===== config.mk =====
export PLATFORM = sky130hd
export DESIGN_NAME = pe_result_collector
export DESIGN_NICKNAME = d
export VERILOG_FILES = /design/src/rtl/pe_result_collector.sv
export SDC_FILE = /design/constraint.sdc
export NUM_CORES = 1
export LEC_CHECK = 0
export CAP_MARGIN = 20
export CORE_ASPECT_RATIO = 1.2
export CORE_MARGIN = 2
export CORE_UTILIZATION = 44
export CTS_CLUSTER_DIAMETER = 150
export DETAILED_ROUTE_END_ITERATION = 8
export PLACE_DENSITY_LB_ADDON = 0.12
export SYNTH_ARGS = -nofsm -noshare
export SYNTH_HDL_FRONTEND = slang
export SYNTH_SLANG_ARGS = --single-unit

===== constraint.sdc =====
create_clock -name clock_i -period 12.45 [get_ports clock_i]
set_input_delay 3.735 -clock clock_i [delete_from_list [all_inputs] [get_ports clock_i]]
set_output_delay 3.735 -clock clock_i [all_outputs]
set_load 0.05 [all_outputs]

===== src/rtl/pe_result_collector.sv =====
// pe_result_collector: gathers the 34-bit P stream from the last FIOS processing element.
// Each valid partial result is added to the running carry. The low 17 bits are stored as one
// result word and the upper bits carry into the next word. Once S words are packed, the result
// is offered to the consumer through a valid/ready handshake.
module pe_result_collector #(
    parameter int unsigned S = 16,
    localparam int unsigned CNT_W = (S > 1) ? $clog2(S) : 1
) (
    input  logic              clock_i,
    input  logic              reset_i,
    input  logic              start_i,
    input  logic              valid_i,
    input  logic [33:0]       P_i,
    output logic              busy_o,
    output logic              res_valid_o,
    input  logic              res_ready_i,
    output logic [S*17-1:0]   res_o,
    output logic              overflow_o
);

    localparam logic [CNT_W-1:0] LastCnt = CNT_W'(S - 1);

    typedef enum logic [1:0] {StIdle, StCollect, StOut} state_t;

    state_t            state_q;
    logic [CNT_W-1:0]  count_q;
    logic [17:0]       carry_q;
    logic [S*17-1:0]   res_q;
    logic              res_valid_q;
    logic              overflow_q;
    logic [34:0]       sum;

    // Incoming partial result plus the carry left over from the previous word.
    always_comb begin
        sum = {1'b0, P_i} + {17'b0, carry_q};
    end

    // Collector FSM: word packing, carry propagation and the result handshake.
    always_ff @(posedge clock_i or posedge reset_i) begin
        if (reset_i) begin
            state_q     <= StIdle;
            count_q     <= '0;
            carry_q     <= '0;
            res_q       <= '0;
            res_valid_q <= 1'b0;
            overflow_q  <= 1'b0;
        end else begin
            case (state_q)
                StIdle: begin
                    if (start_i) begin
                        state_q <= StCollect;
                        count_q <= '0;
                        carry_q <= '0;
                    end
                end
                StCollect: begin
                    if (valid_i) begin
                        res_q[32'(count_q) * 17 +: 17] <= sum[16:0];
                        carry_q                        <= sum[34:17];
                        if (count_q == LastCnt) begin
                            // Last word: present the result on the next cycle.
                            count_q     <= '0;
                            state_q     <= StOut;
                            res_valid_q <= 1'b1;
                            overflow_q  <= (sum[34:17] != 18'd0);
                        end else begin
                            count_q <= count_q + 1'b1;
                        end
                    end
                end
                StOut: begin
                    if (res_ready_i) begin
                        res_valid_q <= 1'b0;
                        overflow_q  <= 1'b0;
                        if (start_i) begin
                            // Back-to-back operation: skip IDLE.
                            state_q <= StCollect;
                            count_q <= '0;
                            carry_q <= '0;
                        end else begin
                            state_q <= StIdle;
                        end
                    end
                end
                default: begin
                    state_q <= StIdle;
                end
            endcase
        end
    end

    // Busy is decoded from the state; the other outputs come straight from registers.
    always_comb begin
        busy_o      = (state_q != StIdle);
        res_valid_o = res_valid_q;
        res_o       = res_q;
        overflow_o  = overflow_q;
    end

endmodule

* After elaboration in Yosys (flattened, before gate mapping)
Cells that the tools add are included.
** Storage, ports and cells
- Bits in registers :: 298
- Output and inout port bits :: 275
** Cells by class
- Add/subtract/negate cells :: 3
- Equality and inequality tests :: 7
- Multipliers :: 1
- Shift-type cells :: 2
- Muxes and demuxes :: 23
- Reductions and logical operators :: 9
** Operators by type and width (number)
- 272-bit bitwise mux :: 1
- 17-bit by 34-bit variable shift with 272-bit output (first input constant) :: 1
- 17-bit by 34-bit variable part select with 272-bit output :: 1
- 18-bit two-way mux :: 3
- 18-bit one-hot mux with 3 select lines :: 1
- 34-bit by 18-bit adder with 35-bit output :: 1
- 9-bit negator with 34-bit output :: 1
- 18-bit nonzero test :: 1
- 4-bit two-way mux :: 4
- 4-bit one-hot mux with 3 select lines :: 1
- 4-bit by 5-bit multiplier with 9-bit output (second input constant) :: 1
- 2-bit two-way mux :: 4
- 2-bit != test (second input constant) :: 4
- 4-bit AND reduction :: 2
- 1-bit two-way mux :: 6
- 2-bit one-hot mux with 3 select lines :: 1
- 4-bit by 1-bit adder with 4-bit output (second input constant) :: 1
- 4-bit == test (second input constant) :: 1
- 1-bit one-hot mux with 2 select lines :: 2
- 2-bit nonzero test :: 2
- 3-bit AND reduction :: 1
- 3-bit nonzero test :: 1
- 2-bit by 1-bit == test with 1-bit output (second input constant) :: 1
- 2-bit == test (second input constant) :: 1
- 2 further kinds :: 2

* Logic depth before layout (Yosys ltp)
- Depth after elaboration :: 5
- Depth in mapped cells :: 13

* Worst setup path before layout
No wires, ideal clock.
- Kind :: input port to flip-flop
- Start point :: input P_i[0]
- End point :: register res_q[169], in the netlist res_o[169]
- Cell stages on the path :: 13
- Required time :: 12354 ps
- Path slack :: 6462 ps
- Arrival :: 5892 ps
- Setup time :: 96 ps
- Cell sequence :: ha_1 > inv_1 > fa_1 > nor2b_2 > o2111ai_1 > a21boi_2 > o211ai_1 > nand3_2 > a41oi_2 > xor2_1 > nand2b_4 > buf_6 > o31ai_1
** Between the ends
- Word-level cells in the longest chain between the ends :: 3
** RTL lines
- start, declared :: line 13 : input logic [33:0] P_i,
- 34-bit by 18-bit adder with 35-bit output :: line 35 : sum = {1'b0, P_i} + {17'b0, carry_q};
- 17-bit by 34-bit variable part select with 272-bit output :: line 58 : res_q[32'(count_q) * 17 +: 17] <= sum[16:0];
- 272-bit bitwise mux :: line 58
- end signal, assigned by index :: line 58
- end, declared :: line 28 : logic [S*17-1:0] res_q;
Every way passes these cells.
A chain may end at the register's enable or synchronous reset.

* Worst setup path after layout
- Start point :: input P_i[0]
- End point :: register res_q[165], in the netlist res_o[165]
The elaborated chain is that of the path after synthesis.

==> flow_metrics.py <==
metrics = {
    "status": {
        "status": "finished clean",
    },
    "sta": {
        "hold_viol": 0,
        "grt_setup_unrepaired": "false",
        "setup_slack_ps": 5810,
        "finalSetupViolCount": 0,
        "fmax_ghz": 0.151,
        "slew_headroom_pct": 29.3,
        "tightest_slew_ps": 1060,
        "min_period_ps": 6640,
        "tns_ps": 0,
        "slew_violations": 0,
        "fin_crit_sh_pct": 53.4,
        "finClkSkew_ps": 9.16,
    },
    "hold_path": {
        "hold_depth": 2,
        "hp-class": "flop to flop",
        "hp-start": "res_o[263]",
        "hold_end": "res_o[263]",
    },
    "logic_synthesis": {
        "ys_async_sr_fraction_pct": 100,
        "synth_compound_area_share_pct": 15.2,
        "ys_seq_area_share_pct": 59.3,
        "muxShareOfSynthArea_pct": 2.79,
        "synth_top_area_share_pct": 59.3,
        "synth_nets": 1319,
        "synth.avg_cell_area_um2": 10.0,
        "syn_inst": 1256,
        "synth.distinct_cells": 67,
        "synth_fa_ha_area_share_pct": 2.45,
        "synth_xor_area_share_pct": 2.42,
        "synth_top_family_by_area": "simple AND/OR/NAND/NOR gates",
        "synth_top_area_cell": "dfrtp_1",
        "syn_area_mm2": 0.0126,
        "yosys-top-cells-area": "dfrtp_1, nand2_1, o21ai_0, mux2_2, ha_1",
        "ys_ff_latch": 298,
        "synth_top_flop_cell": "dfrtp_1",
        "synth_edf_count": 0,
        "synth_simple_gate_area_share_pct": 15.3,
        "yosysWarnings": 0,
    },
    "worst_setup_path": {
        "critPathRequiredTime_ps": 12910,
        "r2r-start": "carry_q[0]",
        "crit_fanout": 6,
        "ff2ff_path_depth": 11,
        "worstSetupPathType": "input port to flop",
        "reg2reg_slack_ps": 9100,
        "r2r-end": "res_o[165]",
        "endpoint_kind": "flop",
        "worstSetupStartpointType": "input port",
        "arrival_ps": 7100,
    },
    "finish": {
        "final_common_cell": "nand2_1",
        "fin_cells": 1953,
        "drive_gt1_share_pct": 7.94,
        "final_area_mm2": 0.0172,
        "syn_to_final_growth_pct": 36.5,
        "mostFrequentLayoutCells": "nand2_1, clkdlybuf4s50_1, dfrtp_1",
        "antenna_cells": 0,
        "nets": 1615,
    },
    "route": {
        "wl_met1_um": 15800,
        "dr_wl_met3_um": 2100,
        "viasPerCell": 5.22,
        "drt-total-wl_um": 37600,
        "antenna_left": 0,
        "post_drt_wl_per_cell_um": 19.3,
        "drt-pass1-iter-count": 5,
        "wl_met2_um": 18400,
        "drc": 0,
        "via_count": 10193,
        "drt-initial-drc-count": 569,
        "highest_layer": "met4",
    },
    "pwr": {
        "ir_drop_uv": 155,
        "power_density_mw_per_mm2": 320,
        "power.total_mw": 5.49,
        "p_leak_nw": 7.48,
    },
    "cts": {
        "numCtsBuffers": 30,
        "ctsResizeCount": 0,
        "clkSinkCount": 298,
        "clock_latency_ps": 540,
        "path_clk_slew_ps": 60,
        "postCtsHoldBufs": 0,
        "cts_max_path_buffers": 3,
        "htree_levels": 1,
        "cts-root-buf": "clkbuf_16",
        "cts_tree": "yes",
        "post_cts_buffers": 0,
    },
    "grt": {
        "grt_overflow": 0,
        "grt_util_all_layers_pct": 25.0,
        "first_global_vias": 9788,
        "antenna_found_initial": 0,
        "grt_max_degree": 161,
        "grt_pass1_wl_um": 57500,
    },
    "floorplanning": {
        "die_x_um": 158,
        "row_count": 67,
        "core_mm2": 0.0280,
        "io_pins": 314,
        "initial_utilization_pct": 44.9,
        "die_h_um": 189,
        "die_area_mm2": 0.0300,
    },
    "place": {
        "gp_congestion": 0.897,
        "place_inst": 1898,
        "port_buffers": 313,
        "detailed_place_hpwl_um": 26700,
        "pre_cts_ws_ps": 5230,
        "dpl_cell_area_mm2": 0.0161,
    },
    "job": {
        "max_cap_violations": 0,
    },
}
state kept, by name, summed over array words and instances (netlist names):
register     cells
carry_q         18
count_q          4
overflow_o       1
res_o          272
res_valid_o      1
state_q          2
power breakdown:
group / switching [mW] / internal [mW] / total, mW / leakage [nW]
clock: 0.373 / 0.592 / 0.966 / 0.533
combinational: 2.12 / 0.874 / 2.99 / 2.95
sequential: 0.212 / 1.32 / 1.53 / 4.00
critical path, cell delays in order:
cell	delay, ps
clkdlybuf4s50_1	490
ha_1	210
inv_1	70
fa_1	410
nor2b_2	160
o2111ai_1	160
a21boi_2	310
o211ai_1	180
nand3_2	130
xor2_1	710
nand3_1	300
o21ai_0	230
metal layers:
metal | global-route usage, % | vias to the layer above
met5 | 0 | -
met4 | 8.59 | 0
met3 | 3.55 | 68
met2 | 41.7 | 321
met1 | 33.7 | 4919
li1 | - | 4885
metrics by stage:
stage,utilization (%),hold WS (ps)
6_report,61.3,476
4_1_cts,61.2,481
2_1_floorplan,-,454
3_3_place_gp,57.3,461
3_5_place_dp,57.4,466
5_1_grt,61.3,496
cell usage after synthesis (2+ instances only):
library cell and count:
xor2_1 14, o31ai_1 11, o21ai_0 245, a21oi_2 3
buf_2 2, mux2_2 28, or3_1 2, a31oi_1 4
ha_1 23, a22o_1 3, nand3_1 36, clkbuf_1 63
o211ai_2 2, o21ai_1 15, a32o_1 3, xnor2_1 17
dfrtp_1 298, nor2b_1 2, and2_1 11, nor3_1 7
and4_1 2, o21a_1 2, nand2_1 331, a21oi_1 19
o31ai_2 3, a21o_1 10, nand2b_1 5, buf_6 2
nand4_1 6, nor2_1 28, inv_1 12, and3_1 11
mux2i_1 2
how the worst max path moves through the flow:
| stage | startpoint | endpoint | slack [ps] | cells past startpoint |
|---|---|---|---|---|
| 2_1_floorplan | reset_i | carry_q[0] | 480 | 1 |
| 3_3_place_gp | P_i[0] | res_o[182] | 5360 | 12 |
| 3_5_place_dp | P_i[0] | res_o[97] | 5230 | 12 |
| 4_1_cts | P_i[0] | res_o[97] | 5830 | 12 |
| 5_1_grt | P_i[0] | res_o[165] | 5590 | 12 |
| 6_report | P_i[0] | res_o[165] | 5810 | 12 |
layout make-up:
class / count / area, um2
clock buffers: 41 / 873
clock inverters: 13 / 198
fillers: 2435 / 10800
inverters: 12 / 52.6
multi-input cells: 878 / 4800
flip-flops and latches: 298 / 7460
well taps: 379 / 474
repair buffers: 332 / 3320
logic make-up after synthesis:
group	Yosys count
buffers and inverters	80
DFF	298
adders and majority gates	24
xor gates and xnor gates	33
muxes	31
AOI/OAI and AO/OA	337
and+or+nand+nor	453
Note: power is estimated with default switching activity, not from simulation.
